File: src/rtl/processing_system.sv
// Spike detection front end: byte-stream deserialiser feeding NUM_UNITS
// independent delta-metric detector/classifiers, each with a refractory timer.
module processing_system #(
  parameter int unsigned NUM_UNITS = 4
) (
  input  logic                     clk,
  input  logic                     rst,
  input  logic [7:0]               serial_data_in,
  input  logic [7:0]               class_a_thresh_in,
  input  logic [7:0]               class_b_thresh_in,
  input  logic [15:0]              timeout_period_in,
  output logic [NUM_UNITS-1:0]     spike_detection_array,
  output logic [2*NUM_UNITS-1:0]   event_out_array
);

  localparam int unsigned BYTE_W   = 8;
  localparam int unsigned SAMPLE_W = 16;
  localparam int unsigned FRAME_W  = NUM_UNITS * SAMPLE_W;
  localparam int unsigned BUF_W    = FRAME_W - BYTE_W;
  localparam int unsigned DIFF_W   = SAMPLE_W + 1;
  localparam int unsigned METRIC_W = 8;
  localparam int unsigned TIMER_W  = 16;
  localparam int unsigned CLASS_W  = 2;

  localparam logic [CLASS_W-1:0] CLASS_NONE = 2'b00;
  localparam logic [CLASS_W-1:0] CLASS_A    = 2'b01;
  localparam logic [CLASS_W-1:0] CLASS_B    = 2'b10;

  logic [2:0]           byte_cnt;
  logic [BUF_W-1:0]     byte_buf;
  logic [FRAME_W-1:0]   frame;
  logic                 frame_valid;

  logic [SAMPLE_W-1:0]  prev_sample [NUM_UNITS];
  logic [TIMER_W-1:0]   tcnt        [NUM_UNITS];

  logic [SAMPLE_W-1:0]  sample      [NUM_UNITS];
  logic [DIFF_W-1:0]    abs_diff    [NUM_UNITS];
  logic [METRIC_W-1:0]  metric      [NUM_UNITS];
  logic [CLASS_W-1:0]   cls         [NUM_UNITS];
  logic                 fire        [NUM_UNITS];

  // Bytes 0..6 shift in from the top; byte 7 completes the frame directly.
  always_ff @(posedge clk or negedge rst) begin
    if (!rst) begin
      byte_cnt    <= 3'd0;
      byte_buf    <= '0;
      frame       <= '0;
      frame_valid <= 1'b0;
    end else begin
      byte_cnt <= byte_cnt + 3'd1;
      byte_buf <= {serial_data_in, byte_buf[BUF_W-1:BYTE_W]};
      if (byte_cnt == 3'd7) begin
        frame       <= {serial_data_in, byte_buf};
        frame_valid <= 1'b1;
      end else begin
        frame_valid <= 1'b0;
      end
    end
  end

  // Per-unit metric, class (B has priority over A) and detection qualifier.
  always_comb begin
    for (int k = 0; k < int'(NUM_UNITS); k++) begin
      sample[k] = frame[SAMPLE_W*k +: SAMPLE_W];
      if (sample[k] >= prev_sample[k]) begin
        abs_diff[k] = DIFF_W'(sample[k]) - DIFF_W'(prev_sample[k]);
      end else begin
        abs_diff[k] = DIFF_W'(prev_sample[k]) - DIFF_W'(sample[k]);
      end
      metric[k] = (abs_diff[k] > DIFF_W'(255)) ? 8'hFF : abs_diff[k][METRIC_W-1:0];
      if (metric[k] >= class_b_thresh_in) begin
        cls[k] = CLASS_B;
      end else if (metric[k] >= class_a_thresh_in) begin
        cls[k] = CLASS_A;
      end else begin
        cls[k] = CLASS_NONE;
      end
      fire[k] = frame_valid && (cls[k] != CLASS_NONE) && (tcnt[k] == '0);
    end
  end

  // Detection loads the refractory timer; the event code clears once it has expired.
  always_ff @(posedge clk or negedge rst) begin
    if (!rst) begin
      spike_detection_array <= '0;
      event_out_array       <= '0;
      for (int k = 0; k < int'(NUM_UNITS); k++) begin
        prev_sample[k] <= '0;
        tcnt[k]        <= '0;
      end
    end else begin
      for (int k = 0; k < int'(NUM_UNITS); k++) begin
        if (frame_valid) begin
          prev_sample[k] <= sample[k];
        end
        if (fire[k]) begin
          spike_detection_array[k]            <= 1'b1;
          event_out_array[CLASS_W*k +: CLASS_W] <= cls[k];
          tcnt[k]                             <= timeout_period_in;
        end else begin
          spike_detection_array[k] <= 1'b0;
          if (tcnt[k] != '0) begin
            tcnt[k] <= tcnt[k] - TIMER_W'(1);
          end else begin
            event_out_array[CLASS_W*k +: CLASS_W] <= CLASS_NONE;
          end
        end
      end
    end
  end

endmodule

File: config.mk
export PLATFORM = sky130hd
export DESIGN_NAME = processing_system
export DESIGN_NICKNAME = d
export VERILOG_FILES = /design/src/rtl/processing_system.sv
export SDC_FILE = /design/constraint.sdc
export NUM_CORES = 1
export LEC_CHECK = 0
export CORE_ASPECT_RATIO = 0.9
export CORE_MARGIN = 2
export CORE_UTILIZATION = 60
export DETAILED_ROUTE_END_ITERATION = 10
export PLACE_DENSITY = 0.85
export SYNTH_ARGS = -nofsm -noshare
export SYNTH_HDL_FRONTEND = slang
export SYNTH_SLANG_ARGS = --single-unit
File: constraint.sdc
create_clock -name clk -period 11.8 [get_ports clk]
set_clock_uncertainty 0.15 [all_clocks]
set_input_delay 1.77 -clock clk [delete_from_list [all_inputs] [get_ports clk]]
set_output_delay 1.77 -clock clk [all_outputs]
set_load 0.1 [all_outputs]
# ---- Word-level counts from Yosys, hierarchy flattened
# Cells that the tools add are included.
dict set report word_totals {
  romBits 0
  ram_bits 0
  latchBits 0
  register_bits 264
  elab_cells 112
  mem_count 0
  input_bits 42
}
dict set report op_classes {
  div 0
  order_cmp 16
  multipliers 0
  reduce_logical 24
  eq_ne 5
  muxes 37
  n_addsub 13
  shift 0
  bitwise 0
}
# operator count
set ops {}
lappend ops {{16-bit by 16-bit subtractor with 17-bit output} 8}
lappend ops {{16-bit two-way mux} 8}
lappend ops {{17-bit by 8-bit greater-than comparator with 1-bit output (second input constant)} 4}
lappend ops {{17-bit two-way mux} 4}
lappend ops {{16-bit >= comparator} 4}
lappend ops {{8-bit >= comparator} 8}
lappend ops {{16-bit logical NOT} 4}
lappend ops {{16-bit nonzero test} 4}
lappend ops {{16-bit by 1-bit subtractor with 16-bit output (second input constant)} 4}
lappend ops {{8-bit two-way mux} 4}
lappend ops {{2-bit two-way mux} 12}
lappend ops {{2-bit nonzero test} 8}
lappend ops {{1-bit two-way mux} 9}
lappend ops {{1-bit logical AND} 8}
lappend ops {{2-bit inequality test (second input constant)} 4}
lappend ops {{3-bit by 1-bit adder with 3-bit output (second input constant)} 1}
lappend ops {{3-bit == test (second input constant)} 1}

# ---- Longest topological paths before layout
# Gate-level depths: netlist of run 1.
dict set report logic_depth {
  depth_word 11
  mapped_depth 25
  ltp_nobuf 23
}

# ---- Worst setup path after synthesis of run 1
# Ideal clock, no wire load.
dict set report synth_timing {
  kind {register to register}
  startpoint {register frame[45]}
  endpoint {register tcnt[21] (netlist bit)}
  setup_ns 0.120
  t_arrival_ns 5.103
  path_slack_ns 6.427
  path_buffers 4
  stages_incl_launch_ff 25
  required_ns 11.530
  path_cell_list {dfrtp_1 -> inv_1 -> ha_1 -> and3_1 -> buf_2 -> and4_2 -> a221oi_2 -> and3_1 -> buf_2 -> mux2i_1 -> xor2_1 -> nand3_1 -> nor4_4 -> and4_1 -> ha_1 -> nand2b_1 -> a21o_1 -> a21oi_1 -> o21ai_0 -> o41ai_1 -> nand2b_1 -> and2_1 -> clkbuf_1 -> clkbuf_1 -> a31o_2}
}
dict set report synth_via {
  elab_chain_cells 11
}
# item line
set synth_rtl {}
lappend synth_rtl {{start, declared} 31} ;# logic [FRAME_W-1:0] frame;
lappend synth_rtl {{start signal, assigned} 54} ;# frame <= {serial_data_in, byte_buf};
lappend synth_rtl {{16-bit by 16-bit subtractor with 17-bit output (tied with other cells)} 69} ;# abs_diff[k] = DIFF_W'(prev_sample[k]) - DIFF_W'(sample[k]);
lappend synth_rtl {{17-bit two-way mux (*)} 66} ;# if (sample[k] >= prev_sample[k]) begin
lappend synth_rtl {{17-bit by 8-bit greater-than comparator with 1-bit output} 71} ;# metric[k] = (abs_diff[k] > DIFF_W'(255)) ? 8'hFF : abs_diff[k][METRIC_W-1:0];
lappend synth_rtl {{8-bit two-way mux (*)} 71}
lappend synth_rtl {{8-bit >= comparator} 74} ;# end else if (metric[k] >= class_a_thresh_in) begin
lappend synth_rtl {{1-bit two-way mux} 74}
lappend synth_rtl {{2-bit two-way mux (*)} 72} ;# if (metric[k] >= class_b_thresh_in) begin
lappend synth_rtl {{2-bit nonzero test (*)} 79} ;# fire[k] = frame_valid && (cls[k] != CLASS_NONE) && (tcnt[k] == '0);
lappend synth_rtl {{1-bit logical AND (*) (2 in series)} 79}
lappend synth_rtl {{16-bit two-way mux / 2-bit nonzero test (equally long branches)} n/a}
lappend synth_rtl {{end signal, assigned by index} 100} ;# tcnt[k] <= timeout_period_in;
lappend synth_rtl {{end signal, assigned by index} 104} ;# tcnt[k] <= tcnt[k] - TIMER_W'(1);
lappend synth_rtl {{end, declared} 35} ;# logic [TIMER_W-1:0] tcnt [NUM_UNITS];
# Every way passes the cells marked *; elsewhere a longest branch is shown, timed or not.
# A chain may end at the register's enable or synchronous reset.

# ---- Worst setup path in the final report of run 1
dict set report layout_timing {
  startpoint {register frame[60]}
  endpoint {register tcnt[6] (netlist bit)}
}
# The elaborated chain is that of the path after synthesis.

==> impl_results.html, run 1 <==
<table>
<tr><th>Metric</th><th>Value</th></tr>
<tr><th colspan="2">Yosys</th></tr>
<tr><td>Ys Warns</td><td>0</td></tr>
<tr><td>Cell type with the highest aggregate area in the netlist</td><td>sky130_fd_sc_hd__dfrtp_1</td></tr>
<tr><td>Number of synthesized flops with an enable pin</td><td>0</td></tr>
<tr><td>Mean cell area of the mapped netlist</td><td>8.65 um2</td></tr>
<tr><td>Most area-consuming cells after synthesis</td><td>sky130_fd_sc_hd__dfrtp_1, sky130_fd_sc_hd__ha_1, sky130_fd_sc_hd__o21ai_0, sky130_fd_sc_hd__a21oi_1, sky130_fd_sc_hd__nand2_1</td></tr>
<tr><td>Post-synthesis cell area</td><td>0.0182 mm2</td></tr>
<tr><td>Most instantiated flip-flop cell in the synthesis netlist</td><td>sky130_fd_sc_hd__dfrtp_1</td></tr>
<tr><td>Mapped Nets</td><td>2,351</td></tr>
<tr><td>Share of the synthesized area in the top cell type</td><td>36.3%</td></tr>
<tr><td>Mapped Cells</td><td>2,103</td></tr>
<tr><td>Fraction of the yosys area taken by sequential cells</td><td>between 30% and 40%</td></tr>
<tr><td>Post-synthesis register bit count</td><td>between 200 and 300</td></tr>
<tr><td>Post-synth cell types</td><td>76</td></tr>
<tr><td>Fraction of synthesis flops using an asynchronous set or reset pin</td><td>100%</td></tr>
<tr><th colspan="2">Floorplanning</th></tr>
<tr><td>Effective utilization at floorplan</td><td>60.9%</td></tr>
<tr><td>Standard-cell rows</td><td>60</td></tr>
<tr><td>Ports</td><td>between 50 and 60</td></tr>
<tr><td>Die Outline Area</td><td>0.0317 mm2</td></tr>
<tr><td>Die height</td><td>between 150 and 200 um</td></tr>
<tr><td>Horiz. Die Dim</td><td>187 um</td></tr>
<tr><td>Placeable core region</td><td>approximately 0.03 mm2</td></tr>
<tr><th colspan="2">Finish</th></tr>
<tr><td>Utilization after layout</td><td>66.1%</td></tr>
<tr><td>Post-route cell area</td><td>0.0198 mm2</td></tr>
<tr><td>Relative area change from synthesis to final layout</td><td>8.70%</td></tr>
<tr><td>Ant diodes</td><td>0</td></tr>
<tr><td>Layout cells sized above 1</td><td>approximately 4.1%</td></tr>
<tr><td># nets final</td><td>2,340</td></tr>
<tr><td>Most frequent cells in the layout</td><td>sky130_fd_sc_hd__dfrtp_1, sky130_fd_sc_hd__nand2_1, sky130_fd_sc_hd__o21ai_0</td></tr>
<tr><td>Leading cell type in the layout, fill and taps excluded</td><td>sky130_fd_sc_hd__dfrtp_1</td></tr>
<tr><td>Finished Layout Cells</td><td>2,511</td></tr>
<tr><th colspan="2">Worst setup path</th></tr>
<tr><td>Capture point of the worst reg-to-reg path</td><td>tcnt[6]$_DFFE_PN0P_</td></tr>
<tr><td>Category of the critical setup timing path</td><td>register to register</td></tr>
<tr><td>Register-to-register path setup slack</td><td>5.42 ns</td></tr>
<tr><td>Worst R2R Path Depth</td><td>22</td></tr>
<tr><td>Required arrival time at the worst endpoint</td><td>12.09 ns</td></tr>
<tr><td>Maximum fanout along the worst path</td><td>15</td></tr>
<tr><td>Worst reg2reg path startpoint</td><td>frame[60]$_DFFE_PN0P_</td></tr>
<tr><td>Signal arrival time at the worst endpoint</td><td>roughly 6.7 ns</td></tr>
<tr><td>Type of element launching the critical path</td><td>register</td></tr>
<tr><td>Critical path capture point type</td><td>register</td></tr>
<tr><th colspan="2">Power and ir drop</th></tr>
<tr><td>Total power</td><td>roughly 2.3 mW</td></tr>
<tr><td>Areal power density over the cells</td><td>117 mW/mm2</td></tr>
<tr><td>Sequential share of power</td><td>between 40% and 50%</td></tr>
<tr><td>Highest ir drop seen on vdd</td><td>~0.00013 V</td></tr>
<tr><td>Clock share of power</td><td>between 30 and 40%</td></tr>
<tr><td>Switching Power</td><td>0.693 mW</td></tr>
<tr><td>Static leakage</td><td>8.73 nW</td></tr>
<tr><td>Switching portion of total power</td><td>30.0%</td></tr>
<tr><td>Combinational Power Share</td><td>20.4%</td></tr>
<tr><td>Cell Int Power</td><td>1.62 mW</td></tr>
<tr><th colspan="2">CTS</th></tr>
<tr><td>Clock root buffer</td><td>sky130_fd_sc_hd__clkbuf_16</td></tr>
<tr><td>Insertion delay of the later-clocked pin in the worst-skew pair</td><td>slightly below 0.6 ns</td></tr>
<tr><td>CTS HTree Levels</td><td>1</td></tr>
<tr><td>Count of hold-fix buffers inserted at cts</td><td>0</td></tr>
<tr><td>Post-CTS setup buffer count</td><td>0</td></tr>
<tr><td>Resized cells post-CTS</td><td>0</td></tr>
<tr><td>Count of clock tree sinks</td><td>264</td></tr>
<tr><td>CTS tree</td><td>built</td></tr>
<tr><td>Clock transition at the register clock pins on the worst setup and hold paths after CTS</td><td>~0.060 ns</td></tr>
<tr><td>Buffer levels on the longest clock path</td><td>3</td></tr>
<tr><td>Number of buffers created by CTS</td><td>29</td></tr>
<tr><th colspan="2">Timing</th></tr>
<tr><td>Count of endpoints failing hold in the final timing report</td><td>0</td></tr>
<tr><td>Worst max-slew margin expressed relative to the limit</td><td>25.9%</td></tr>
<tr><td>Transition at the pin with the smallest max-transition slack</td><td>1.11 ns</td></tr>
<tr><td>Sum of negative setup slack</td><td>0 ns</td></tr>
<tr><td>Max-slew violations</td><td>0</td></tr>
<tr><td>Max frequency</td><td>about 0.16 GHz</td></tr>
<tr><td>Final critical-path required period</td><td>6.38 ns</td></tr>
<tr><td>Finish-stage setup viols</td><td>0</td></tr>
<tr><td>Unrepaired setup endpoints after global routing</td><td>no</td></tr>
<tr><td>Worst-case setup margin in the final layout</td><td>approximately 5.4 ns</td></tr>
<tr><td>Min Hold Slack</td><td>0.223 ns</td></tr>
<tr><td>Share of the cycle needed by the critical path after routing</td><td>54.1%</td></tr>
<tr><th colspan="2">Min path</th></tr>
<tr><td>Number of stages on the worst hold path</td><td>0</td></tr>
<tr><td>Endpoint with the worst hold slack</td><td>byte_buf[31]$_DFF_PN0_</td></tr>
<tr><td>Hold Path Origin</td><td>byte_buf[39]$_DFF_PN0_</td></tr>
<tr><td>Type of the worst min-delay path</td><td>register to register</td></tr>
<tr><th colspan="2">Place</th></tr>
<tr><td>Total placed cells including tap cells</td><td>2,464</td></tr>
<tr><td>Port Buf Inserts</td><td>53</td></tr>
<tr><td>Detailed placer's ending HPWL</td><td>33.5 mm</td></tr>
<tr><td>Final GP Congestion</td><td>0.919</td></tr>
<tr><td>Placed cell area</td><td>0.0189 mm2</td></tr>
<tr><td>Post-placement worst setup slack</td><td>around 5.6 ns</td></tr>
<tr><th colspan="2">GRT</th></tr>
<tr><td>Grt total ovfl</td><td>0</td></tr>
<tr><td>Overall Global Routing Usage</td><td>between 20% and 30%</td></tr>
<tr><td>Maximum number of pins on one net before global-route repair</td><td>120</td></tr>
<tr><td>Number of global-route vias before repair</td><td>about 15,000</td></tr>
<tr><td>First-pass GRT wire length</td><td>76.1 mm</td></tr>
<tr><td>Initial antenna violation count</td><td>0</td></tr>
<tr><th colspan="2">Run</th></tr>
<tr><td>Max-Cap Viols</td><td>0</td></tr>
<tr><th colspan="2">Drt</th></tr>
<tr><td>Detailed Route WL</td><td>46.4 mm</td></tr>
<tr><td>Post-route ant nets</td><td>0</td></tr>
<tr><td>Routed length per placed instance</td><td>roughly 18 um</td></tr>
<tr><td>DR vias</td><td>roughly 16,000</td></tr>
<tr><td>DRC viols</td><td>0</td></tr>
<tr><td>Count of routing violations after the opening detailed-route iteration</td><td>about 1,400</td></tr>
<tr><td>Initial DRT Pass Iterations</td><td>8</td></tr>
<tr><td>Via-per-instance ratio</td><td>6.21</td></tr>
<tr><th colspan="2">Outcome</th></tr>
<tr><td>Status</td><td>finished clean</td></tr>
</table>
how the worst max path moves through the flow:
stage               cells after the start  slack (ns)              endpoint                  start
floorplan                              24        6.43  tcnt[21]$_DFFE_PN0P_  frame[45]$_DFFE_PN0P_
global placement                       21        5.75  tcnt[22]$_DFFE_PN0P_  frame[46]$_DFFE_PN0P_
detailed placement                     21        5.59  tcnt[22]$_DFFE_PN0P_  frame[45]$_DFFE_PN0P_
CTS                                    21        5.56  tcnt[22]$_DFFE_PN0P_  frame[45]$_DFFE_PN0P_
global route                           22        4.99   tcnt[6]$_DFFE_PN0P_  frame[60]$_DFFE_PN0P_
finish                                 22        5.42   tcnt[6]$_DFFE_PN0P_  frame[60]$_DFFE_PN0P_
metal layers:
layer | wire (um) | track usage (%) | vias to the layer above
li1 | - | - | 7324
met4 | 1810 | 11.3 | 0
met5 | 0 | 0 | -
met3 | 3010 | 3.83 | 132
met2 | 21600 | 48.7 | 607
met1 | 20000 | 39.6 | 7523
flip-flops by register name, summed over array words and instances (netlist names):
register	count
spike_detection_array	4
frame_valid	1
tcnt	64
prev_sample	64
byte_cnt	3
event_out_array	8
byte_buf	56
frame	64
critical path, cell delays in order (launching register included):
cell	delay, ns
sky130_fd_sc_hd__dfrtp_1	0.37
sky130_fd_sc_hd__inv_1	0.06
sky130_fd_sc_hd__ha_1	0.54
sky130_fd_sc_hd__nand4_1	0.22
sky130_fd_sc_hd__or3_1	0.43
sky130_fd_sc_hd__o31ai_1	0.52
sky130_fd_sc_hd__a41oi_1	0.08
sky130_fd_sc_hd__a31oi_1	0.18
sky130_fd_sc_hd__buf_4	0.23
sky130_fd_sc_hd__mux2i_1	0.24
sky130_fd_sc_hd__xnor2_1	0.09
sky130_fd_sc_hd__nor2_1	0.46
sky130_fd_sc_hd__and3_1	0.31
sky130_fd_sc_hd__ha_1	0.25
sky130_fd_sc_hd__nand2b_1	0.15
sky130_fd_sc_hd__a21o_1	0.17
sky130_fd_sc_hd__a21oi_1	0.14
sky130_fd_sc_hd__o21ai_0	0.11
sky130_fd_sc_hd__o41ai_1	0.46
sky130_fd_sc_hd__nand2b_1	0.27
sky130_fd_sc_hd__and2_1	0.43
sky130_fd_sc_hd__a311oi_1	0.33
sky130_fd_sc_hd__a21oi_1	0.07
Yosys cell counts (9+ instances only):
library cell / instances
sky130_fd_sc_hd__a31oi_1: 21
sky130_fd_sc_hd__nand4_1: 29
sky130_fd_sc_hd__inv_1: 180
sky130_fd_sc_hd__nor2_1: 97
sky130_fd_sc_hd__and3_1: 14
sky130_fd_sc_hd__xnor2_1: 56
sky130_fd_sc_hd__a211o_1: 9
sky130_fd_sc_hd__o31ai_1: 15
sky130_fd_sc_hd__nand2b_1: 27
sky130_fd_sc_hd__a21o_1: 56
sky130_fd_sc_hd__o21ai_0: 223
sky130_fd_sc_hd__and2_1: 15
sky130_fd_sc_hd__clkbuf_1: 72
sky130_fd_sc_hd__a21oi_1: 199
sky130_fd_sc_hd__a211oi_1: 15
sky130_fd_sc_hd__or3_1: 18
sky130_fd_sc_hd__nand3_1: 51
sky130_fd_sc_hd__o21a_1: 18
sky130_fd_sc_hd__nor2b_1: 10
sky130_fd_sc_hd__mux2i_1: 31
sky130_fd_sc_hd__nor4_1: 13
sky130_fd_sc_hd__ha_1: 198
sky130_fd_sc_hd__o21bai_1: 10
sky130_fd_sc_hd__buf_2: 20
sky130_fd_sc_hd__xor2_1: 35
sky130_fd_sc_hd__nand2_1: 230
sky130_fd_sc_hd__dfrtp_1: 264
sky130_fd_sc_hd__nor3_1: 38
cells by family (layout without fill, tap and decap cells):
kind of cell	after synthesis	after routing	synth area share (%)
compound gates	648	648	21.6
xor+xnor	91	91	4.38
fa+ha+maj	206	206	14.5
buf+inv	282	287	6.09
flops	264	264	36.3
mux	35	35	1.95
simple gates	577	577	15.2
power by group through the flow:
stage / logic, mW / clock network, mW / registers, mW
2_1_floorplan: 0.336 / 0 / 0.970
3_3_place_gp: 0.448 / 0 / 0.976
3_5_place_dp: 0.457 / 0 / 0.978
4_1_cts: 0.462 / 0.887 / 0.962
5_1_grt: 0.521 / 0.922 / 0.965
6_report: 0.472 / 0.877 / 0.962
layout make-up:
type | instances | area, um2
inverters | 180 | 676
fillers | 2381 | 10100
clock buffers | 37 | 796
repair buffers | 60 | 588
well taps | 403 | 504
clock inverters | 10 | 98.8
multi-input cells | 1557 | 10500
flip-flops and latches | 264 | 6610
No activity file was read; power rests on OpenSTA's default activity.
==> inputs of run 2 (changes only) <==
--- a/config.mk
+++ b/config.mk
@@ -7,7 +7,7 @@
 export LEC_CHECK = 0
 export CORE_ASPECT_RATIO = 0.9
 export CORE_MARGIN = 2
-export CORE_UTILIZATION = 60
+export CORE_UTILIZATION = 57
 export DETAILED_ROUTE_END_ITERATION = 10
 export PLACE_DENSITY = 0.85
 export SYNTH_ARGS = -nofsm -noshare
==> constraint.sdc (replaced) <==
create_clock -name clk -period 5.4 [get_ports clk]
set_clock_uncertainty 0.15 [all_clocks]
set_input_delay 0.81 -clock clk [delete_from_list [all_inputs] [get_ports clk]]
set_output_delay 0.81 -clock clk [all_outputs]
set_load 0.1 [all_outputs]
==> run 2 against run 1 <==
Utilization decreased by 0.26 points. Combinational power rose to 2.5 times the previous value. Critical endpoint is now tcnt[32]$_DFFE_PN0P_. Register-to-register slack got worse by 5.3 ns.
==> impl_results.html, run 2 (synthesis results as in run 1) <==
<table>
<tr><th>Metric</th><th>Value</th></tr>
<tr><th colspan="2">Outcome</th></tr>
<tr><td>Status</td><td>finished clean</td></tr>
<tr><th colspan="2">Timing</th></tr>
<tr><td>Max frequency</td><td>0.188 GHz (+20%)</td></tr>
<tr><td>Max-slew violations</td><td>0 (unchanged)</td></tr>
<tr><td>Final critical-path required period</td><td>5.33 ns (-1.06 ns)</td></tr>
<tr><td>Sum of negative setup slack</td><td>0 ns (unchanged)</td></tr>
<tr><td>Worst max-slew margin expressed relative to the limit</td><td>31.5% (+5.7 points)</td></tr>
<tr><td>Finish-stage setup viols</td><td>0 (unchanged)</td></tr>
<tr><td>Share of the cycle needed by the critical path after routing</td><td>98.6% (+45 points)</td></tr>
<tr><td>Min Hold Slack</td><td>0.115 ns (-0.107 ns)</td></tr>
<tr><td>Count of endpoints failing hold in the final timing report</td><td>0 (unchanged)</td></tr>
<tr><td>Transition at the pin with the smallest max-transition slack</td><td>1.02 ns (-0.0840 ns)</td></tr>
<tr><th colspan="2">Finish</th></tr>
<tr><td>Most frequent cells in the layout</td><td>sky130_fd_sc_hd__dfrtp_1, sky130_fd_sc_hd__nand2_1, sky130_fd_sc_hd__o21ai_0</td></tr>
<tr><td>Relative area change from synthesis to final layout</td><td>14.7%</td></tr>
<tr><td>Leading cell type in the layout, fill and taps excluded</td><td>sky130_fd_sc_hd__dfrtp_1</td></tr>
<tr><td>Layout cells sized above 1</td><td>10.4% (+6.3 points)</td></tr>
<tr><td># nets final</td><td>2,427 (+3.7%)</td></tr>
<tr><td>Fill cell count</td><td>2,449 (+2.9%)</td></tr>
<tr><td>Utilization after layout</td><td>65.9% (-0.26 points)</td></tr>
<tr><td>Top Registers</td><td>frame x64, prev_sample x64, tcnt x64</td></tr>
<tr><td>Ant diodes</td><td>0 (unchanged)</td></tr>
<tr><td>Finished Layout Cells</td><td>2,616 (+4.2%)</td></tr>
<tr><th colspan="2">Worst setup path</th></tr>
<tr><td>Required arrival time at the worst endpoint</td><td>5.71 ns (-6.38 ns)</td></tr>
<tr><td>CP peak stage delay</td><td>0.38 ns (-0.16 ns)</td></tr>
<tr><td>Cell with the largest stage delay on the worst path</td><td>sky130_fd_sc_hd__a311o_1</td></tr>
<tr><td>Critical path capture point type</td><td>register</td></tr>
<tr><td>Signal arrival time at the worst endpoint</td><td>5.63 ns (-1.05 ns)</td></tr>
<tr><td>Type of element launching the critical path</td><td>register</td></tr>
<tr><td>Category of the critical setup timing path</td><td>register to register</td></tr>
<tr><td>Maximum fanout along the worst path</td><td>11 (-4)</td></tr>
<tr><td>Bufs and invs on worst path</td><td>3 (+1)</td></tr>
<tr><td>Crit-path leading delay family</td><td>compound AO/OA/AOI/OAI gates</td></tr>
<tr><td>Cell-by-cell trace of the critical path</td><td>inv_1 -&gt; ha_1 -&gt; a21o_1 -&gt; a21oi_1 -&gt; o41ai_4 -&gt; buf_4 -&gt; a311o_1 -&gt; mux2i_1 -&gt; xnor2_1 -&gt; nand4_1 -&gt; nor3_2 -&gt; buf_4 -&gt; nand3_1 -&gt; ha_1 -&gt; and2_1 -&gt; o21ai_0 -&gt; o21ai_0 -&gt; o41a_1 -&gt; or2_4 -&gt; and2_4 -&gt; nor3b_1 -&gt; a211oi_1</td></tr>
<tr><th colspan="2">Floorplanning</th></tr>
<tr><td>Effective utilization at floorplan</td><td>57.4% (-3.4 points)</td></tr>
<tr><td>Die height</td><td>173 um (+2.5%)</td></tr>
<tr><td>Placeable core region</td><td>0.0317 mm2 (+5.9%)</td></tr>
<tr><td>Die Outline Area</td><td>0.0333 mm2 (+5.1%)</td></tr>
<tr><td>Standard-cell rows</td><td>62 (+3.3%)</td></tr>
<tr><td>Horiz. Die Dim</td><td>192 um (+2.5%)</td></tr>
<tr><td>Ports</td><td>54 (unchanged)</td></tr>
<tr><th colspan="2">GRT</th></tr>
<tr><td>Initial antenna violation count</td><td>0 (unchanged)</td></tr>
<tr><td>Grt total ovfl</td><td>0 (unchanged)</td></tr>
<tr><td>Overall Global Routing Usage</td><td>29.7% (+0.32 points)</td></tr>
<tr><td>Maximum number of pins on one net before global-route repair</td><td>112 (-6.7%)</td></tr>
<tr><td>First-pass GRT wire length</td><td>79.9 mm (+5.0%)</td></tr>
<tr><td>Number of global-route vias before repair</td><td>15,600 (+3.2%)</td></tr>
<tr><th colspan="2">Drt</th></tr>
<tr><td>DRC viols</td><td>0 (unchanged)</td></tr>
<tr><td>Post-route ant nets</td><td>0 (unchanged)</td></tr>
<tr><td>Via-per-instance ratio</td><td>6.16 (-0.78%)</td></tr>
<tr><td>DR vias</td><td>16,100 (+3.4%)</td></tr>
<tr><td>Routed length per placed instance</td><td>19.3 um (+4.4%)</td></tr>
<tr><td>Count of routing violations after the opening detailed-route iteration</td><td>1,590 (+14%)</td></tr>
<tr><td>Detailed Route WL</td><td>50.5 mm (+8.8%)</td></tr>
<tr><td>Initial DRT Pass Iterations</td><td>6 (-2)</td></tr>
<tr><th colspan="2">Place</th></tr>
<tr><td>Total placed cells including tap cells</td><td>2,554 (+3.7%)</td></tr>
<tr><td>Final GP Congestion</td><td>0.954 (+3.8%)</td></tr>
<tr><td>Detailed placer's ending HPWL</td><td>36.4 mm (+8.7%)</td></tr>
<tr><td>Port Buf Inserts</td><td>53 (unchanged)</td></tr>
<tr><th colspan="2">CTS</th></tr>
<tr><td>Count of hold-fix buffers inserted at cts</td><td>0 (unchanged)</td></tr>
<tr><td>CTS HTree Levels</td><td>1 (unchanged)</td></tr>
<tr><td>Number of buffers created by CTS</td><td>27 (-6.9%)</td></tr>
<tr><td>Clock root buffer</td><td>sky130_fd_sc_hd__clkbuf_16</td></tr>
<tr><td>Count of clock tree sinks</td><td>264 (unchanged)</td></tr>
<tr><td>Buffer levels on the longest clock path</td><td>3 (unchanged)</td></tr>
<tr><td>Clock transition at the register clock pins on the worst setup and hold paths after CTS</td><td>0.07 ns (about the same)</td></tr>
<tr><td>Insertion delay of the later-clocked pin in the worst-skew pair</td><td>0.56 ns (-0.02 ns)</td></tr>
<tr><td>CTS tree</td><td>built</td></tr>
<tr><th colspan="2">Power and ir drop</th></tr>
<tr><td>Highest ir drop seen on vdd</td><td>0.000284 V (+120%)</td></tr>
<tr><td>Total power</td><td>5.45 mW (+140%)</td></tr>
<tr><td>Areal power density over the cells</td><td>261 mW/mm2 (+120%)</td></tr>
<tr><td>Static leakage</td><td>9.30 nW (+6.5%)</td></tr>
<tr><th colspan="2">Run</th></tr>
<tr><td>Max-Cap Viols</td><td>0 (unchanged)</td></tr>
<tr><th colspan="2">Min path</th></tr>
<tr><td>Type of the worst min-delay path</td><td>input pin to async pin</td></tr>
</table>
-- run 2: final cells by class --
| cell class | count | area [um2] | area share [%] |
|---|---|---|---|
| clock inverter | 16 | 287 | 1.37 |
| clock buffer | 34 | 742 | 3.56 |
| tap | 416 | 520 | 2.50 |
| multi-input combinational | 1557 | 10700 | 51.6 |
| inverter | 180 | 676 | 3.24 |
| timing repair buffer | 149 | 1270 | 6.07 |
| sequential | 264 | 6610 | 31.7 |
-- run 2: worst paths after layout --
check,startpoint,to,slack (ns),depth (start not counted)
worst max register to register,frame[30]$_DFFE_PN0P_,tcnt[32]$_DFFE_PN0P_,0.07,22
worst min register to register,byte_buf[36]$_DFF_PN0_,byte_buf[28]$_DFF_PN0_,0.22,0
worst max-delay path,frame[30]$_DFFE_PN0P_,tcnt[32]$_DFFE_PN0P_,0.07,22
min in group clk,byte_buf[36]$_DFF_PN0_,byte_buf[28]$_DFF_PN0_,0.22,0
worst min-delay path,rst,tcnt[53]$_DFFE_PN0P_,0.12,1
max in group asynchronous,rst,frame[11]$_DFFE_PN0P_,3.72,2
-- run 2: stage by stage --
stage	setup slack (ns)	area, um2
2_1_floorplan	0.0272	18200
3_3_place_gp	-0.0204	19500
3_5_place_dp	-0.167	19500
4_1_cts	0.00320	20500
5_1_grt	-0.102	20900
6_report	0.0738	20900
-- run 2: power by group --
group / switching, mW / total [mW] / internal, mW
Combinational: 0.695 / 1.19 / 0.490
Sequential: 0.0557 / 2.10 / 2.05
Clock: 0.839 / 2.16 / 1.32
-- run 2: layer usage --
layer	track usage [%]	up-vias	part of all wire [%]
li1	-	7515	-
met1	41.1	7678	42
met2	45.8	779	45
met3	6.23	139	8.7
met4	11.1	0	3.9
met5	0	-	0
-- run 2: repair_timing --
item	in CTS	in global routing
gates resized for setup	10	59
pin swaps	5	25
setup endpoints to repair	36	66
buffers inserted	3	8
==> inputs of run 3 (changes only) <==
--- a/config.mk
+++ b/config.mk
@@ -5,11 +5,12 @@
 export SDC_FILE = /design/constraint.sdc
 export NUM_CORES = 1
 export LEC_CHECK = 0
+export ABC_AREA = 1
 export CORE_ASPECT_RATIO = 0.9
 export CORE_MARGIN = 2
-export CORE_UTILIZATION = 57
+export CORE_UTILIZATION = 58
 export DETAILED_ROUTE_END_ITERATION = 10
-export PLACE_DENSITY = 0.85
+export PLACE_DENSITY = 0.86
 export SYNTH_ARGS = -nofsm -noshare
 export SYNTH_HDL_FRONTEND = slang
 export SYNTH_SLANG_ARGS = --single-unit
==> run 3 against run 2 <==
Global-route usage increased by 0.27 points. Wire length rose by 8.0%. Via count up 17%. Hold slack better by 0.059 ns. Total power is 0.80% lower. Sequential share of layout area decreased by 1.9 points. Die area rose by 9.7%. Setup slack gained 0.41 ns. Clock power decreased by 9.3%. Utilization decreased by 2.1 points. Maximum frequency increased by 8.3%. Critical path depth up 4. Critical endpoint is now tcnt[5]$_DFFE_PN0P_. Largest cell class unchanged. Largest power group is now sequential cells.
==> impl_results.html, run 3 <==
<table>
<tr><th>Metric</th><th>Value</th></tr>
<tr><th colspan="2">Outcome</th></tr>
<tr><td>Status</td><td>finished clean</td></tr>
<tr><th colspan="2">Drt</th></tr>
<tr><td>Met3 routed wirelength</td><td>3.75 mm (-15%)</td></tr>
<tr><td>Count of routing violations after the opening detailed-route iteration</td><td>1,640 (+3.1%)</td></tr>
<tr><td>Post-route ant nets</td><td>0 (unchanged)</td></tr>
<tr><td>Top sig layer</td><td>met4</td></tr>
<tr><td>Routed length per placed instance</td><td>16.2 um (-16%)</td></tr>
<tr><td>DR vias</td><td>18,800 (+17%)</td></tr>
<tr><td>DRC viols</td><td>0 (unchanged)</td></tr>
<tr><td>Detailed Route WL</td><td>54.5 mm (+8.0%)</td></tr>
<tr><td>Routed length on met1</td><td>23.7 mm (+11%)</td></tr>
<tr><td>Initial DRT Pass Iterations</td><td>6 (unchanged)</td></tr>
<tr><td>Via-per-instance ratio</td><td>5.60 (-9.1%)</td></tr>
<tr><td>Met2 routed WL</td><td>25.3 mm (+11%)</td></tr>
<tr><th colspan="2">Finish</th></tr>
<tr><td>Layout cells sized above 1</td><td>6.61% (-3.8 points)</td></tr>
<tr><td>Relative area change from synthesis to final layout</td><td>9.19%</td></tr>
<tr><td>Finished Layout Cells</td><td>3,359 (+28%)</td></tr>
<tr><td>Post-route cell area</td><td>0.0222 mm2 (+6.5%)</td></tr>
<tr><td>Fill cell count</td><td>3,052 (+25%)</td></tr>
<tr><td>Top Registers</td><td>frame x64, prev_sample x64, tcnt x64</td></tr>
<tr><td>Most frequent cells in the layout</td><td>sky130_fd_sc_hd__nand2_1, sky130_fd_sc_hd__inv_1, sky130_fd_sc_hd__dfrtp_1</td></tr>
<tr><td># nets final</td><td>3,117 (+28%)</td></tr>
<tr><td>Leading cell type in the layout, fill and taps excluded</td><td>sky130_fd_sc_hd__nand2_1</td></tr>
<tr><th colspan="2">GRT</th></tr>
<tr><td>Maximum number of pins on one net before global-route repair</td><td>118 (+5.4%)</td></tr>
<tr><td>Overall Global Routing Usage</td><td>29.9% (+0.27 points)</td></tr>
<tr><td>Number of global-route vias before repair</td><td>18,400 (+18%)</td></tr>
<tr><td>Initial antenna violation count</td><td>2 (+2)</td></tr>
<tr><td>Grt total ovfl</td><td>0 (unchanged)</td></tr>
<tr><td>First-pass GRT wire length</td><td>90.4 mm (+13%)</td></tr>
<tr><th colspan="2">Floorplanning</th></tr>
<tr><td>Die Outline Area</td><td>0.0366 mm2 (+9.7%)</td></tr>
<tr><td>Ports</td><td>54 (unchanged)</td></tr>
<tr><td>Standard-cell rows</td><td>65 (+4.8%)</td></tr>
<tr><td>Effective utilization at floorplan</td><td>58.4% (+0.99 points)</td></tr>
<tr><td>Placeable core region</td><td>0.0348 mm2 (+10%)</td></tr>
<tr><td>Die height</td><td>182 um (+4.7%)</td></tr>
<tr><td>Horiz. Die Dim</td><td>201 um (+4.8%)</td></tr>
<tr><th colspan="2">Yosys</th></tr>
<tr><td>Cell type with the highest aggregate area in the netlist</td><td>sky130_fd_sc_hd__dfrtp_1</td></tr>
<tr><td>Mux share of post-synthesis cell area</td><td>0.197% (-1.8 points)</td></tr>
<tr><td>Post-synthesis cell area</td><td>0.0203 mm2 (+12%)</td></tr>
<tr><td>Most area-consuming cells after synthesis</td><td>sky130_fd_sc_hd__dfrtp_1, sky130_fd_sc_hd__nand2_1, sky130_fd_sc_hd__ha_1, sky130_fd_sc_hd__inv_1, sky130_fd_sc_hd__o21ai_0</td></tr>
<tr><td>Fraction of synthesis flops using an asynchronous set or reset pin</td><td>100% (unchanged)</td></tr>
<tr><td>Adder and majority gate portion of the synthesized area</td><td>13.0% (-1.5 points)</td></tr>
<tr><td>Mapped Nets</td><td>3,074 (+31%)</td></tr>
<tr><td>Post-synthesis register bit count</td><td>264 (unchanged)</td></tr>
<tr><td>Share of the synthesized area in the top cell type</td><td>32.5% (-3.9 points)</td></tr>
<tr><td>List of most frequent post-synthesis cells</td><td>sky130_fd_sc_hd__nand2_1, sky130_fd_sc_hd__inv_1, sky130_fd_sc_hd__dfrtp_1, sky130_fd_sc_hd__o21ai_0, sky130_fd_sc_hd__nor2_1</td></tr>
<tr><td>XOR/XNOR share of the synthesized area</td><td>3.57% (-0.81 points)</td></tr>
<tr><td>Simple-Gate Fraction of Synth Area</td><td>29.0% (+14 points)</td></tr>
<tr><td>Most instantiated flip-flop cell in the synthesis netlist</td><td>sky130_fd_sc_hd__dfrtp_1</td></tr>
<tr><td>Compound-Gate Fraction of Synth Area</td><td>12.3% (-9.3 points)</td></tr>
<tr><td>Most numerous cell in the Yosys netlist</td><td>sky130_fd_sc_hd__nand2_1</td></tr>
<tr><td>Mapped Cells</td><td>2,826 (+34%)</td></tr>
<tr><td>Post-synth cell types</td><td>63 (-17%)</td></tr>
<tr><td>Mean cell area of the mapped netlist</td><td>7.20 um2 (-17%)</td></tr>
<tr><td>Fraction of the yosys area taken by sequential cells</td><td>32.5% (-3.9 points)</td></tr>
<tr><td>Main combinational cell family by area after synthesis</td><td>simple AND/OR/NAND/NOR gates</td></tr>
<tr><td>Number of synthesized flops with an enable pin</td><td>0 (unchanged)</td></tr>
<tr><td>Ys Warns</td><td>0 (unchanged)</td></tr>
<tr><th colspan="2">Run</th></tr>
<tr><td>Max-Cap Viols</td><td>0 (unchanged)</td></tr>
<tr><th colspan="2">Place</th></tr>
<tr><td>Final GP Congestion</td><td>0.987 (+3.4%)</td></tr>
<tr><td>Detailed placer's ending HPWL</td><td>42.0 mm (+16%)</td></tr>
<tr><td>Port Buf Inserts</td><td>53 (unchanged)</td></tr>
<tr><td>Placed cell area</td><td>0.0213 mm2 (+9.3%)</td></tr>
<tr><td>Total placed cells including tap cells</td><td>3,308 (+30%)</td></tr>
<tr><th colspan="2">Timing</th></tr>
<tr><td>Min Hold Slack</td><td>0.174 ns (+0.0590 ns)</td></tr>
<tr><td>Finish-stage setup viols</td><td>0 (unchanged)</td></tr>
<tr><td>Transition at the pin with the smallest max-transition slack</td><td>0.983 ns (-0.0416 ns)</td></tr>
<tr><td>Count of endpoints failing hold in the final timing report</td><td>0 (unchanged)</td></tr>
<tr><td>Unrepaired setup endpoints after global routing</td><td>no</td></tr>
<tr><td>Max frequency</td><td>0.203 GHz (+8.3%)</td></tr>
<tr><td>Worst max-slew margin expressed relative to the limit</td><td>34.3% (+2.8 points)</td></tr>
<tr><td>Share of the cycle needed by the critical path after routing</td><td>91.1% (-7.5 points)</td></tr>
<tr><td>Max-slew violations</td><td>0 (unchanged)</td></tr>
<tr><td>Final critical-path required period</td><td>4.92 ns (-0.407 ns)</td></tr>
<tr><td>Sum of negative setup slack</td><td>0 ns (unchanged)</td></tr>
<tr><th colspan="2">CTS</th></tr>
<tr><td>Count of hold-fix buffers inserted at cts</td><td>0 (unchanged)</td></tr>
<tr><td>CTS tree</td><td>built</td></tr>
<tr><td>Insertion delay of the later-clocked pin in the worst-skew pair</td><td>0.58 ns (+0.02 ns)</td></tr>
<tr><td>Clock transition at the register clock pins on the worst setup and hold paths after CTS</td><td>0.07 ns (about the same)</td></tr>
<tr><td>Count of clock tree sinks</td><td>264 (unchanged)</td></tr>
<tr><td>Number of buffers created by CTS</td><td>28 (+3.7%)</td></tr>
<tr><td>Resized cells post-CTS</td><td>0 (-10)</td></tr>
<tr><td>Clock root buffer</td><td>sky130_fd_sc_hd__clkbuf_16</td></tr>
<tr><td>CTS HTree Levels</td><td>1 (unchanged)</td></tr>
<tr><td>Post-CTS setup buffer count</td><td>0 (-3)</td></tr>
<tr><td>Buffer levels on the longest clock path</td><td>3 (unchanged)</td></tr>
<tr><th colspan="2">Worst setup path</th></tr>
<tr><td>Crit-path leading delay family</td><td>simple AND/OR/NAND/NOR gates</td></tr>
<tr><td>Register-to-register path setup slack</td><td>0.48 ns (+0.41 ns)</td></tr>
<tr><td>Cell with the most instances on the worst path</td><td>sky130_fd_sc_hd__nand2_1</td></tr>
<tr><td>CP peak stage delay</td><td>0.45 ns (+0.07 ns)</td></tr>
<tr><td>Category of the critical setup timing path</td><td>register to register</td></tr>
<tr><td>Signal arrival time at the worst endpoint</td><td>5.21 ns (-0.42 ns)</td></tr>
<tr><td>Critical path capture point type</td><td>register</td></tr>
<tr><td>Maximum fanout along the worst path</td><td>23 (+12)</td></tr>
<tr><td>Required arrival time at the worst endpoint</td><td>5.69 ns (-0.02 ns)</td></tr>
<tr><td>Type of element launching the critical path</td><td>register</td></tr>
<tr><td>Bufs and invs on worst path</td><td>4 (+1)</td></tr>
<tr><td>Cell with the largest stage delay on the worst path</td><td>sky130_fd_sc_hd__ha_1</td></tr>
<tr><th colspan="2">Min path</th></tr>
<tr><td>Type of the worst min-delay path</td><td>input pin to async pin</td></tr>
<tr><th colspan="2">Power and ir drop</th></tr>
<tr><td>Highest ir drop seen on vdd</td><td>0.000298 V (+5.0%)</td></tr>
<tr><td>Areal power density over the cells</td><td>243 mW/mm2 (-6.9%)</td></tr>
<tr><td>Static leakage</td><td>11.2 nW (+20%)</td></tr>
</table>
-- run 3: changes by cell type after synthesis, sizes merged, moves of 22 or more --
cell	previous run	this run
a21o	56	2
a21oi	199	147
clkbuf	73	28
inv	180	443
mux2i	31	4
nand2	230	823
nand2b	27	2
nand3	52	138
nand4	29	62
nor2	97	239
xnor2	56	34
-- run 3: metal layers --
metal	vias to the layer above	track usage, %
li1	9138	-
met1	8828	40.6
met2	718	49.9
met3	118	3.95
met4	0	9.56
met5	-	0
-- run 3: kinds of logic after synthesis --
| group | count (synthesis) |
|---|---|
| AO/OA/AOI/OAI | 456 |
| XOR/XNOR | 83 |
| adder cells (fa/ha/maj) | 206 |
| buffers and inverters | 493 |
| flip-flops | 264 |
| multiplexers | 4 |
| AND/OR/NAND/NOR | 1320 |
-- run 3: where the power goes --
group          leakage (nW)  internal [mW]  switching (mW)
clock network         0.453           1.14           0.820
registers              3.03           2.05          0.0587
logic                  7.67          0.432           0.895
total                  11.2           3.63            1.77
-- run 3: cell type report --
class	instances	area (um2)	area share (%)
Antenna cell	2	5.00	0.0225
Tap cell	469	587	2.64
Timing Repair Buffer	63	611	2.75
Sequential cell	264	6610	29.8
Multi-Input combinational cell	2069	11800	53.1
Inverter	443	1670	7.52
Clock buffer	39	813	3.66
Clock inverter	10	113	0.507
-- run 3: per-stage QoR --
step           power, mW  util [%]  worst slack [ns]
2_1_floorplan       3.08         -              1.37
3_3_place_gp        3.41      61.1             0.700
3_5_place_dp        3.44      61.1             0.559
4_1_cts             5.40      63.8             0.522
5_1_grt             5.68      63.8            0.0637
6_report            5.40      63.8             0.481
-- run 3: worst paths after layout --
check | startpoint | to | cells after the start
hold reg to reg | byte_buf[29]$_DFF_PN0_ | byte_buf[21]$_DFF_PN0_ | 0
max in group asynchronous | rst | prev_sample[60]$_DFFE_PN0P_ | 2
hold / removal | rst | tcnt[26]$_DFFE_PN0P_ | 1
setup / recovery | frame[50]$_DFFE_PN0P_ | tcnt[5]$_DFFE_PN0P_ | 26
min in group clk | byte_buf[29]$_DFF_PN0_ | byte_buf[21]$_DFF_PN0_ | 0
setup reg to reg | frame[50]$_DFFE_PN0P_ | tcnt[5]$_DFFE_PN0P_ | 26
